[config.mk]
export PLATFORM = sky130hd
export DESIGN_NAME = code_patch_si_writer
export DESIGN_NICKNAME = d
export VERILOG_FILES = /design/src/rtl/code_patch_si_writer.sv
export SDC_FILE = /design/constraint.sdc
export NUM_CORES = 1
export LEC_CHECK = 0
export ABC_AREA = 1
export BUFFER_PORTS_ARGS = -buffer_cell sky130_fd_sc_hd__buf_2
export CAP_MARGIN = 20
export CORE_MARGIN = 1
export CORE_UTILIZATION = 25
export CTS_BUF_LIST = sky130_fd_sc_hd__clkbuf_4
export CTS_CLUSTER_SIZE = 40
export DETAILED_ROUTE_END_ITERATION = 16
export PLACE_DENSITY = 0.5
export SYNTH_ARGS = -nofsm -noshare
export SYNTH_HDL_FRONTEND = slang
export SYNTH_SLANG_ARGS = --single-unit
[constraint.sdc]
create_clock -name clk_i -period 2.3 [get_ports clk_i]
set_clock_uncertainty 0.15 [all_clocks]
set_input_delay 0.345 -clock clk_i [delete_from_list [all_inputs] [get_ports clk_i]]
set_output_delay 0.345 -clock clk_i [all_outputs]
set_load 0.02 [all_outputs]
[src/rtl/code_patch_si_writer.sv]
// code_patch_si_writer
//   Serial-interface write engine for the code-patch table. Deserialises
//   framed writes (addr, patch word, even parity; MSB first) and issues one
//   handshaked write per good frame. Bad, aborted, disallowed or timed-out
//   frames are reported through wr_err_o / wr_err_code_o and never reach
//   the table.
//
// Ports
//   clk_i, rst_i          clock, synchronous active-high reset
//   cfg_pat_gen_i         patch-generation enable, sampled in CHECK
//   si_write_i            frame envelope
//   si_bit_valid_i        qualifies si_data_i
//   si_data_i             serial bit, MSB first
//   patch_we_o            table write request (high for the whole of WRITE)
//   patch_addr_o          table write address, holds last written value
//   patch_data_o          table write data, holds last written value
//   patch_ack_i           table accepts write in the same cycle
//   wr_busy_o             any state other than IDLE
//   wr_done_o             one-cycle pulse after an accepted write
//   wr_err_o              one-cycle pulse on a rejected frame
//   wr_err_code_o         1 parity, 2 bad addr, 3 abort, 4 bit timeout,
//                         5 ack timeout, 6 disabled; held until next error
//
// State  | meaning
// IDLE   | waiting for si_write_i
// SHIFT  | collecting frame bits
// CHECK  | one cycle of enable/parity/address checks
// WRITE  | patch_we_o high, waiting for patch_ack_i
// DRAIN  | frame finished or rejected, waiting for si_write_i low

module code_patch_si_writer #(
  parameter int NUM_ENTRIES = 3,
  parameter int ADDR_W      = 2,
  parameter int DATA_W      = 22,
  parameter int TIMEOUT     = 64
) (
  input  logic              clk_i,
  input  logic              rst_i,
  input  logic              cfg_pat_gen_i,
  input  logic              si_write_i,
  input  logic              si_bit_valid_i,
  input  logic              si_data_i,
  output logic              patch_we_o,
  output logic [ADDR_W-1:0] patch_addr_o,
  output logic [DATA_W-1:0] patch_data_o,
  input  logic              patch_ack_i,
  output logic              wr_busy_o,
  output logic              wr_done_o,
  output logic              wr_err_o,
  output logic [2:0]        wr_err_code_o
);

  localparam int FRAME_W = ADDR_W + DATA_W + 1;
  localparam int CNT_W   = $clog2(FRAME_W + 1);
  localparam int TMR_W   = $clog2(TIMEOUT + 1);
  localparam int ENT_W   = ADDR_W + 1;

  localparam logic [CNT_W-1:0] LAST_BIT = CNT_W'(FRAME_W - 1);
  localparam logic [TMR_W-1:0] TMR_LAST = TMR_W'(TIMEOUT - 1);
  localparam logic [TMR_W-1:0] TMR_MAX  = TMR_W'(TIMEOUT);
  localparam logic [ENT_W-1:0] ENTRIES  = ENT_W'(NUM_ENTRIES);

  localparam logic [2:0] ERR_PARITY  = 3'd1;
  localparam logic [2:0] ERR_ADDR    = 3'd2;
  localparam logic [2:0] ERR_ABORT   = 3'd3;
  localparam logic [2:0] ERR_BIT_TO  = 3'd4;
  localparam logic [2:0] ERR_ACK_TO  = 3'd5;
  localparam logic [2:0] ERR_DISABLE = 3'd6;

  typedef enum logic [2:0] {
    S_IDLE,
    S_SHIFT,
    S_CHECK,
    S_WRITE,
    S_DRAIN
  } state_t;

  state_t             state, state_n;
  logic [FRAME_W-1:0] shreg, shreg_n;
  logic [CNT_W-1:0]   bcnt, bcnt_n;
  logic [TMR_W-1:0]   tcnt, tcnt_n, tcnt_inc;
  logic               err_set, done_set, load_out;
  logic [2:0]         err_code_n;

  logic [ADDR_W-1:0]  fr_addr;
  logic [DATA_W-1:0]  fr_data;
  logic               fr_par_ok;

  assign fr_addr   = shreg[FRAME_W-1 -: ADDR_W];
  assign fr_data   = shreg[DATA_W:1];
  assign fr_par_ok = ~(^shreg);

  // Saturating so a long stall can never wrap back into the legal range.
  assign tcnt_inc = (tcnt == TMR_MAX) ? tcnt : tcnt + TMR_W'(1);

  always_ff @(posedge clk_i) begin
    if (rst_i) state <= S_IDLE;
    else       state <= state_n;
  end

  always_comb begin
    state_n    = state;
    shreg_n    = shreg;
    bcnt_n     = bcnt;
    tcnt_n     = tcnt;
    err_set    = 1'b0;
    err_code_n = 3'd0;
    done_set   = 1'b0;
    load_out   = 1'b0;
    case (state)
      S_IDLE: begin
        if (si_write_i) begin
          state_n = S_SHIFT;
          shreg_n = '0;
          bcnt_n  = '0;
          tcnt_n  = '0;
          // A bit qualified in the start cycle is already bit 0.
          if (si_bit_valid_i) begin
            shreg_n = FRAME_W'(si_data_i);
            bcnt_n  = CNT_W'(1);
          end
        end
      end
      S_SHIFT: begin
        // A final bit arriving with the envelope's falling edge still
        // completes the frame.
        if (si_bit_valid_i && bcnt == LAST_BIT) begin
          shreg_n = {shreg[FRAME_W-2:0], si_data_i};
          bcnt_n  = bcnt + CNT_W'(1);
          state_n = S_CHECK;
        end else if (!si_write_i) begin
          err_set    = 1'b1;
          err_code_n = ERR_ABORT;
          state_n    = S_DRAIN;
        end else if (si_bit_valid_i) begin
          shreg_n = {shreg[FRAME_W-2:0], si_data_i};
          bcnt_n  = bcnt + CNT_W'(1);
          tcnt_n  = '0;
        end else begin
          tcnt_n = tcnt_inc;
          if (tcnt >= TMR_LAST) begin
            err_set    = 1'b1;
            err_code_n = ERR_BIT_TO;
            state_n    = S_DRAIN;
          end
        end
      end
      S_CHECK: begin
        state_n = S_DRAIN;
        err_set = 1'b1;
        if (!cfg_pat_gen_i)                err_code_n = ERR_DISABLE;
        else if (!fr_par_ok)               err_code_n = ERR_PARITY;
        else if ({1'b0, fr_addr} >= ENTRIES) err_code_n = ERR_ADDR;
        else begin
          err_set  = 1'b0;
          load_out = 1'b1;
          tcnt_n   = '0;
          state_n  = S_WRITE;
        end
      end
      S_WRITE: begin
        if (patch_ack_i) begin
          done_set = 1'b1;
          state_n  = S_DRAIN;
        end else begin
          tcnt_n = tcnt_inc;
          if (tcnt >= TMR_LAST) begin
            err_set    = 1'b1;
            err_code_n = ERR_ACK_TO;
            state_n    = S_DRAIN;
          end
        end
      end
      S_DRAIN: begin
        if (!si_write_i) state_n = S_IDLE;
      end
      default: state_n = S_IDLE;
    endcase
  end

  always_ff @(posedge clk_i) begin
    if (rst_i) begin
      shreg         <= '0;
      bcnt          <= '0;
      tcnt          <= '0;
      patch_addr_o  <= '0;
      patch_data_o  <= '0;
      wr_done_o     <= 1'b0;
      wr_err_o      <= 1'b0;
      wr_err_code_o <= 3'd0;
    end else begin
      shreg     <= shreg_n;
      bcnt      <= bcnt_n;
      tcnt      <= tcnt_n;
      wr_done_o <= done_set;
      wr_err_o  <= err_set;
      if (err_set) wr_err_code_o <= err_code_n;
      if (load_out) begin
        patch_addr_o <= fr_addr;
        patch_data_o <= fr_data;
      end
    end
  end

  assign patch_we_o = (state == S_WRITE);
  assign wr_busy_o  = (state != S_IDLE);

endmodule

==> out/metrics.csv <==
stage,metric,value,unit
outcome,status,"finished, violations left",
outcome,violations,DRC,
pwr,finalPower,3480,uW
timing,finalCritPeriodShare,89.4,%
floorplan,chipHeight,125,um
timing,drv_slew,0,
logic_synthesis,ys_warn_count,0,
route,firstDrtPassIters,10,
setup_path,critPathLaunch,shreg[3],
global_route,grt_max_degree,30,
finish,fin_nets,591,
setup_path,path_buf_inv,1,
finish,drive_above_1_share,17.8,%
timing,finalCriticalPeriod,2.06,ns
global_route,antenna_found_initial,0,
floorplan,pin_count,38,
setup_path,ff2ff_setup_slack,0.24,ns
floorplan,num_rows,44,
floorplan,fp.dieW,125,um
route,wl,10100,um
setup_path,crit_cells,13,
global_route,grt_pass1_wl,17000,um
cts,clockBufferDepth,2,
setup_path,critPathMaxStageDelay,0.48,ns
timing,hold_viol,0,
pwr,power_density,801,nW/um2
setup_path,cpMaxStageDelayCell,dfxtp_1,
cts,cts.root.buffer_cell,clkbuf_4,
global_route,grt.overflow.total,0,
global_route,grt_pass1_vias,3392,
setup_path,rr_endpoint,wr_err_code_o[0],
cts,cts_made_buffers,9,
cts,path_clk_slew,0.12,ns
logic_synthesis,syn_nets,560,
logic_synthesis,syn_inst,549,
timing,fmax,486,MHz
pwr,irDropWorstVdd,0.424,mV
floorplan,start_util,25.8,%
setup_path,cp-start-kind,register,
timing,slew_headroom,66.7,%
logic_synthesis,postSynthRegisterBits,69,
timing,tns,0,ns
logic_synthesis,syn_area_per_cell,6.88,um2
setup_path,crit_path_end_kind,register,
floorplan,dieArea,15600,um2
finish,area_growth,15.1,%
setup_path,r2r_start,shreg[3],
setup_path,required,2.53,ns
finish,n_antenna_cell,0,
hold_path,min_path_type,in -> reg,
setup_path,timing.critical_path.mode_cell,nand2_1,
timing,fin_ws,0.244,ns
setup_path,crit_chain,xnor2_1 > nand2_1 > nand2_1 > nand2_1 > nand2_1 > nand2_1 > nand2_2 > nand2_1 > nand3_4 > nand2_1 > inv_1 > nor2_1 > nor2_1,
run,max_cap_viol_count,0,
route,vias,3622,
route,viasPerCell,4.71,
cts,cts_tree,built,
floorplan,core_area,14600,um2
timing,setup_viol,0,
setup_path,cp_top_family,simple AND/OR/NAND/NOR gates,
logic_synthesis,yosysTopAreaCell,dfxtp_1,
logic_synthesis,synth.top_cell.area_share,36.6,%
setup_path,cp.arrival,2.29,ns
cts,clk_latency,0.44,ns
logic_synthesis,synthArstFlopShare,0,%
timing,tightest_slew,0.494,ns
route,drt_iter0_markers,316,
logic_synthesis,synthDistinctLibCells,35,
placed_design,place_ws,0.0843,ns
placed_design,routabilityCongestion,0.818,
placed_design,hpwl,7080,um
global_route,track_usage,13.7,%
route,ant_nets,0,
logic_synthesis,synth_top_cells_by_count,"nand2_1, dfxtp_1, a21oi_1",
placed_design,dpl_cell_area,4120,um2
logic_synthesis,synth_edf_count,0,
route,post_drt_wl_per_cell,13.2,um
logic_synthesis,synthFlopType,dfxtp_1,
pwr,leakage,0.00187,uW
setup_path,worstPathMaxFanout,13,
setup_path,cp-endpoint,wr_err_code_o[0],
logic_synthesis,ys_seq_area_share,36.6,%
logic_synthesis,ys_top_cells_by_area,"dfxtp_1, nand2_1, a21oi_1",
setup_path,reg2regPathDepth,13,
cts,clock_sinks,69,
timing,rsz0062_at_grt,yes,
finish,post-route-util,29.7,%
placed_design,io_buffers,37,
setup_path,crit_type,reg -> reg,
logic_synthesis,yosysMostFrequentCell,nand2_1,
cts,cts.htree.levels,3,
logic_synthesis,synth_area,3770,um2
finish,design_area,4340,um2
route,drc,4,
-- worst register-to-register path, stage by stage (launching register included) --
cell and delay (ns):
dfxtp_1 0.48, xnor2_1 0.19, nand2_1 0.09, nand2_1 0.13, nand2_1 0.06, nand2_1 0.09, nand2_1 0.07, nand2_2 0.09
nand2_1 0.09, nand3_4 0.18, nand2_1 0.12, inv_1 0.11, nor2_1 0.06, nor2_1 0.08
-- worst min path at each step --
stage                     start               end  slack [ns]  cells after the start
2_1_floorplan           tcnt[0]           tcnt[0]        0.32                      2
3_3_place_gp    patch_addr_o[0]   patch_addr_o[0]        0.30                      2
3_5_place_dp   patch_data_o[12]  patch_data_o[12]        0.30                      2
4_1_cts               si_data_i          shreg[0]        0.04                      3
5_1_grt               si_data_i          shreg[0]        0.06                      3
6_report              si_data_i          shreg[0]         0.1                      3
-- registers in the layout, indices dropped and copies added (netlist names) --
name / count
wr_err_o: 1
patch_data_o: 22
patch_addr_o: 2
tcnt: 7
wr_done_o: 1
bcnt: 5
shreg: 25
state: 3
wr_err_code_o: 3
-- layout make-up --
class | instances | area [um2]
fill | 1631 | 10300
multi-input combinational | 404 | 2060
sequential | 69 | 1400
timing repair buffer | 49 | 307
tap | 184 | 230
inverter | 47 | 176
clock inverter | 7 | 100
clock buffer | 9 | 67.6
-- what timing repair did --
action | 4_1_cts | 5_1_grt
endpoints found under the hold margin | 1 | 0
gates resized for setup | 0 | 18
endpoints found under the setup margin | 0 | 38
hold buffers | 1 | 0
setup buffers | 0 | 0
-- cell usage in the layout, fill, tap and decap left out, types with 14 or more instances in the layout --
cell type  synthesis  routed
nand2_1          173     173
a21oi_1           60      60
dfxtp_1           69      55
inv_1             41      41
buf_2              9      37
nor2_1            32      31
nand3_1           30      30
nand4_1           27      27
a211oi_1          21      21
dfxtp_2            0      14
-- power breakdown --
part	switching [uW]	internal, uW	leakage [uW]
Combinational	795	383	0.00122
Sequential	105	1280	0.000566
Clock	478	442	0.0000784
Total	1380	2100	0.00187
-- through the flow --
step	instances	hold WS (ns)
2_1_floorplan	549	0.320
3_3_place_gp	751	0.302
3_5_place_dp	751	0.303
4_1_cts	768	0.0427
5_1_grt	769	0.0572
6_report	769	0.0998
-- routing by layer --
layer | wire (um) | vias up | track usage (%)
met5 | 0 | - | 0
met4 | 33 | 0 | 3.95
met3 | 423 | 2 | 4.38
met2 | 4530 | 53 | 20.8
met1 | 5160 | 1693 | 18.3
li1 | - | 1874 | -
-- kinds of logic after synthesis --
group | share of synthesized area [%]
buffers and inverters | 9.45
AO/OA/AOI/OAI | 14.5
adder cells (fa/ha/maj) | 1.33
XOR/XNOR | 3.94
AND/OR/NAND/NOR | 34.2
flip-flops | 36.6
Note: power is estimated with default switching activity, not from simulation.
